$ cat src/rtl/not16_serial_rx_if.sv
// not16_serial_rx_if: line, handshake and status signals of the 16-bit serial receiver.
//   master: receiver side (samples bit_en/line_in, drives out/out_valid/frame_err/overrun)
//   slave : line driver plus word consumer (drives bit_en/line_in/out_ready/clr_err)
interface not16_serial_rx_if;
    logic        bit_en;
    logic        line_in;
    logic [15:0] out;
    logic        out_valid;
    logic        out_ready;
    logic        frame_err;
    logic        overrun;
    logic        clr_err;
    modport master (
        input  bit_en, line_in, out_ready, clr_err,
        output out, out_valid, frame_err, overrun
    );
    modport slave (
        output bit_en, line_in, out_ready, clr_err,
        input  out, out_valid, frame_err, overrun
    );
endinterface

$ cat src/rtl/not16_serial_rx.sv
// not16_serial_rx: receives start/16 data (LSB first)/stop frames and presents the word with a valid/ready handshake.
//   clk   : rising-edge clock
//   rst_n : asynchronous active-low reset
//   bus   : master modport of not16_serial_rx_if (bit_en, line_in, out, out_valid, out_ready,
//           frame_err, overrun, clr_err)
//   INVERT: 1 = line carries the complement of the data word, 0 = true data
module not16_serial_rx #(
    parameter bit INVERT = 1'b1
) (
    input  logic               clk,
    input  logic               rst_n,
    not16_serial_rx_if.master  bus
);
    typedef enum logic [1:0] {IDLE, DATA, STOP} state_t;
    state_t      state_q, state_d;
    logic [3:0]  cnt_q, cnt_d;
    logic [15:0] shift_q, shift_d;
    logic [15:0] out_q, out_d;
    logic        valid_q, valid_d;
    logic        ferr_q, ferr_d;
    logic        ovr_q, ovr_d;
    always_comb begin
        state_d = state_q;
        cnt_d   = cnt_q;
        shift_d = shift_q;
        out_d   = out_q;
        valid_d = valid_q && !bus.out_ready;
        ferr_d  = ferr_q && !bus.clr_err;
        ovr_d   = ovr_q && !bus.clr_err;
        if (bus.bit_en) begin
            case (state_q)
                IDLE: begin
                    state_d = bus.line_in ? IDLE : DATA;
                    cnt_d   = 4'd0;
                end
                DATA: begin
                    shift_d[cnt_q] = bus.line_in;
                    cnt_d          = cnt_q + 4'd1;
                    state_d        = (cnt_q == 4'd15) ? STOP : DATA;
                end
                STOP: begin
                    state_d = IDLE;
                    out_d   = INVERT ? ~shift_q : shift_q;
                    valid_d = 1'b1;
                    // Set beats a coinciding clr_err.
                    ferr_d  = ferr_d || !bus.line_in;
                    // Only an unconsumed word being replaced counts as overrun.
                    ovr_d   = ovr_d || (valid_q && !bus.out_ready);
                end
                default: state_d = IDLE;
            endcase
        end
    end
    always_ff @(posedge clk or negedge rst_n) begin
        if (!rst_n) begin
            state_q <= IDLE;
            cnt_q   <= 4'd0;
            shift_q <= 16'h0000;
            out_q   <= 16'h0000;
            valid_q <= 1'b0;
            ferr_q  <= 1'b0;
            ovr_q   <= 1'b0;
        end else begin
            state_q <= state_d;
            cnt_q   <= cnt_d;
            shift_q <= shift_d;
            out_q   <= out_d;
            valid_q <= valid_d;
            ferr_q  <= ferr_d;
            ovr_q   <= ovr_d;
        end
    end
    assign bus.out       = out_q;
    assign bus.out_valid = valid_q;
    assign bus.frame_err = ferr_q;
    assign bus.overrun   = ovr_q;
endmodule

$ cat src/flat_wrapper.sv
// flat-port wrapper written by rule: the top's interface ports become plain ports
module not16_serial_rx_flat 
#(
    parameter bit INVERT = 1'b1
)
  (clk, rst_n, bus_bit_en, bus_line_in, bus_out_ready, bus_clr_err, bus_out, bus_out_valid, bus_frame_err, bus_overrun);
  not16_serial_rx_if bus_i ();
  input  logic clk;
  input  logic rst_n;
  input wire logic [$bits(bus_i.bit_en)-1:0] bus_bit_en;
  input wire logic [$bits(bus_i.line_in)-1:0] bus_line_in;
  input wire logic [$bits(bus_i.out_ready)-1:0] bus_out_ready;
  input wire logic [$bits(bus_i.clr_err)-1:0] bus_clr_err;
  output wire logic [$bits(bus_i.out)-1:0] bus_out;
  output wire logic [$bits(bus_i.out_valid)-1:0] bus_out_valid;
  output wire logic [$bits(bus_i.frame_err)-1:0] bus_frame_err;
  output wire logic [$bits(bus_i.overrun)-1:0] bus_overrun;
  assign bus_i.bit_en = bus_bit_en;
  assign bus_i.line_in = bus_line_in;
  assign bus_i.out_ready = bus_out_ready;
  assign bus_i.clr_err = bus_clr_err;
  assign bus_out = bus_i.out;
  assign bus_out_valid = bus_i.out_valid;
  assign bus_frame_err = bus_i.frame_err;
  assign bus_overrun = bus_i.overrun;
  not16_serial_rx #(.INVERT(INVERT)) u_core (.clk(clk), .rst_n(rst_n), .bus(bus_i));
endmodule
$ cat config.mk
export PLATFORM = sky130hd
export DESIGN_NAME = not16_serial_rx_flat
export DESIGN_NICKNAME = d
export VERILOG_FILES = /design/src/rtl/not16_serial_rx_if.sv /design/src/rtl/not16_serial_rx.sv /design/src/flat_wrapper.sv
export SDC_FILE = /design/constraint.sdc
export NUM_CORES = 1
export LEC_CHECK = 0
export ABC_AREA = 1
export CORE_ASPECT_RATIO = 0.8
export CORE_MARGIN = 2
export CORE_UTILIZATION = 25
export DETAILED_ROUTE_END_ITERATION = 10
export GPL_TIMING_DRIVEN = 0
export HOLD_SLACK_MARGIN = 0.02
export PLACE_DENSITY = 0.51
export SLEW_MARGIN = 20
export SYNTH_ARGS = -nofsm -noshare
export SYNTH_HDL_FRONTEND = slang
export SYNTH_SLANG_ARGS = --single-unit
export TNS_END_PERCENT = 10
$ cat constraint.sdc
create_clock -name clk -period 1.45 [get_ports clk]
set_clock_uncertainty 0.15 [all_clocks]
set_input_delay 0.145 -clock clk [delete_from_list [all_inputs] [get_ports clk]]
set_output_delay 0.145 -clock clk [all_outputs]
set_load 0.1 [all_outputs]
==> metrics.md, run 1 <==
| Metric | Value |
|---|---|
| Relative contribution of sequential cells to total power | `0.488` |
| Average size of a mapped cell | `8.43 µm²` |
| Most instantiated flip-flop cell in the synthesis netlist | `sky130_fd_sc_hd__dfrtp_1` |
| CTS tree | `done` |
| Clock-pin slew reported for the worst setup and hold paths after clock tree synthesis | `0.08 ns` |
| Remaining DRCs | `0` |
| Cell row count | `27` |
| Antenna violations before repair | `0` |
| Post-layout net count | `255` |
| Crit end category | `output port` |
| Switching Fraction | `0.369` |
| CP startpoint kind | `register` |
| Aggregate routed wire length | `3.92 mm` |
| Die boundary width | `98.8 µm` |
| Worst-skew pair later-pin latency | `0.30 ns` |
| Core outline area | `0.00693 mm²` |
| Proportion of power drawn by the clock network | `0.265` |
| Post-synthesis async set-or-reset flop share | `1.00` |
| Die Height | `79.8 µm` |
| IO Port Bufs | `23` |
| Critical path required time | `1.15 ns` |
| Number of DRC markers after the initial detailed-route iteration | `49` |
| Combined buffer and inverter count along the critical path | `1` |
| Root buffer selected by CTS | `sky130_fd_sc_hd__clkbuf_8` |
| Setup Slack @ Placement | `-0.314 ns` |
| EDFF count, synth | `0` |
| Outcome | `complete, no violations` |
| Post-CTS Repair Setup Buffers | `0` |
| Cts bufs inserted | `5` |
| Synthesized netlist net count | `223` |
| Int Pwr | `1.78 mW` |
| Count of different cell masters after synthesis | `17` |
| Routability congestion estimate | `0.806` |
| Overall die area | `0.00788 mm²` |
| Filler cell count | `736` |
| Gr usage total | `0.113` |
| Leakage power | `1.13 nW` |
| Wire length of the first global-routing pass | `7.08 mm` |
| Total number of yosys warnings | `0` |
| Total instance count after detailed placement | `324` |
| Hold depth | `3` |
| Number of failing setup endpoints in the final timing report | `0` |
| Final Core Density | `0.319` |
| Area of all sequential standard cells | `0.00103 mm²` |
| Final min period | `1.38 ns` |
| Fraction of layout instances using a drive strength above 1 | `0.211` |
| Post-synth design cell area | `0.00180 mm²` |
| CP max stage cell | `sky130_fd_sc_hd__buf_2` |
| Max-slew violation count | `0` |
| Register-to-Register Path Depth | `7` |
| Biggest area consumer among synthesized cells | `sky130_fd_sc_hd__dfrtp_1` |
| Final worst-path setup slack | `0.0657 ns` |
| #FFs+latches synth | `41` |
| Top cells by area, synth | `sky130_fd_sc_hd__dfrtp_1 (57%), sky130_fd_sc_hd__nand2_1 (16%), sky130_fd_sc_hd__o21ai_0 (6.7%), sky130_fd_sc_hd__nand3_1 (5.3%), sky130_fd_sc_hd__nor2_1 (3.3%)` |
| Number of sinks driven by the clock tree | `41` |
| Critical path, cell by cell | `buf_2` |
| Most frequently used cell type in the post-synthesis netlist | `sky130_fd_sc_hd__nand2_1` |
| Max Clk Rate | `722 MHz` |
| Commonest cells post-synth | `sky130_fd_sc_hd__nand2_1 (78), sky130_fd_sc_hd__dfrtp_1 (41), sky130_fd_sc_hd__o21ai_0 (24), sky130_fd_sc_hd__nand3_1 (19), sky130_fd_sc_hd__nor2_1 (16)` |
| Non-filler instance count after layout | `333` |
| Diodes inserted | `0` |
| Ratio of total power to cell area | `1280 mW/mm²` |
| Maximum number of pins on one net before global-route repair | `33` |
| Number of standard cells after synthesis | `213` |
| Logic pwr share | `0.247` |
| Routed len/inst | `11.8 µm` |
| Stages on worst setup path | `1` |
| Highest cell delay on the worst timing path | `0.43 ns` |
| Final number of hold-violating endpoints | `0` |
| Overall via count from detail_route | `1413` |
| Vias per cell | `4.24` |
| Top-level I/O count | `25` |
| Final HPWL from detailed placement | `2.74 mm` |
| Overall power after layout | `2.82 mW` |
| Max-cap check violation count | `0` |
| Switching power summed over all nets | `1.04 mW` |
| Area grow syn2layout | `22.9%` |
| Footprint of the multi-input gates | `704 µm²` |
| Top-area cell type share of the netlist area | `0.571` |
| Sequential-to-total area share from yosys stat | `0.571` |
| Number of nets with antenna violations after routing | `0` |
| VDD IR max | `0.356 mV` |
| Worst hold path type | `in2reg` |
| Top cell family by delay on the critical path | `buffers and inverters` |
| Starting Density | `0.259` |
| Worst slew pin tran | `0.490 ns` |
| Number of optimization iterations in the first detailed-route pass | `4` |
| Crit-path max FO | `2` |
| Overflow after GRT | `0` |
| H-tree levels | `2` |
| Max clock buf depth | `2` |
| Final worst path period share | `0.955` |
| RSZ-0062 raised after global routing | `yes` |
| Via count of the first global-routing pass | `1498` |
| Worst Setup Path Type | `reg2out` |
| Arrival time worst endpoint | `1.09 ns` |
| Max-Slew Margin vs Limit | `0.676` |
[metrics by stage]
| stage | setup TNS [ns] | cell area [µm²] | hold WS [ns] |
|---|---|---|---|
| after global placement | -51.58 | 2130 | 0.304 |
| after floorplan | 0 | 1800 | -0.301 |
| after detailed placement | -12.22 | 2150 | -0.125 |
| final | 0 | 2210 | 0.0300 |
| after global routing | -0.194 | 2210 | 0.0362 |
| after CTS | 0 | 2160 | 0.0261 |
[sequential cells by signal, indices dropped and copies added, names as in the netlist]
register              count
u_core.bus.out           16
u_core.shift_q           16
u_core.cnt_q              4
u_core.state_q            2
u_core.bus.frame_err      1
u_core.bus.out_valid      1
u_core.bus.overrun        1
[cell type report]
type	count	area share
clock buffer	5	0.0312
clock inverter	3	0.00794
buffer	9	0.0278
multi-input combinational	148	0.319
sequential	41	0.466
tap	87	0.0493
inverter	15	0.0255
timing repair buffer	25	0.0726
[per-layer routing]
layer,vias up,GRT usage,part of all wire
met4,0,0.0411,0.014
met2,29,0.172,0.40
li1,739,-,-
met3,6,0.0298,0.050
met5,-,0,0
met1,639,0.154,0.53
[power by group through the flow]
stage               clock (mW)  combinational (mW)  sequential, mW
finish                   0.746               0.697            1.37
global route             0.834               0.772            1.40
CTS                      0.780               0.682            1.37
detailed placement           0               0.713            1.40
global placement             0               0.704            1.40
floorplan                    0               0.241            1.67
[cells in the final DEF, fill, tap and decap left out, drive strengths merged]
cell type,count
a21oi,1
buf,28
clkbuf,7
clkdlybuf4s50,3
clkinv,2
clkinvlp,1
dfrtp,41
dlygate4sd3,1
ha,4
inv,15
nand2,79
nand3,20
nand4,1
nor2,18
o21ai,24
o22ai,1
[timing repair]
item                                    in CTS  in global routing
pin swaps                                    0                  4
endpoints found under the hold margin       41                  0
hold buffers                                 1                  0
endpoints found under the setup margin      27                 29
resized for setup                           99                 15
[kinds of logic after synthesis]
kind of cell,count (synthesis),synth area share
compound gates,26,0.0732
fa+ha+maj,4,0.0279
simple gates,118,0.269
flops,41,0.571
buf+inv,24,0.0585
[worst register-to-register path: stages, from the launching register on]
cell and delay [ns]:
sky130_fd_sc_hd__dfrtp_2 0.46, sky130_fd_sc_hd__inv_1 0.09, sky130_fd_sc_hd__ha_1 0.18, sky130_fd_sc_hd__inv_1 0.08, sky130_fd_sc_hd__nor2_1 0.15, sky130_fd_sc_hd__nand2_1 0.07
sky130_fd_sc_hd__nand2_1 0.05, sky130_fd_sc_hd__nand2_1 0.04
[path summary, 6_finish.rpt]
check / start / to / slack (ns)
max reg2reg: u_core.cnt_q[0] / u_core.shift_q[6] / 0.07
min: bus_line_in / u_core.shift_q[4] / 0.03
min reg2reg: u_core.shift_q[13] / u_core.bus.out[13] / 0.31
max in group asynchronous: rst_n / u_core.cnt_q[0] / 0.61
max: u_core.bus.out[9] / bus_out[9] / 0.07
min in group asynchronous: rst_n / u_core.bus.out[10] / 0.08
Note: power is estimated with default switching activity, not from simulation.
==> inputs of run 2 (changes only) <==
Settings changed: CTS_CLUSTER_DIAMETER set to 100.
==> results of run 2 <==
The final DEF is identical to that of run 1; final timing and power are the same.
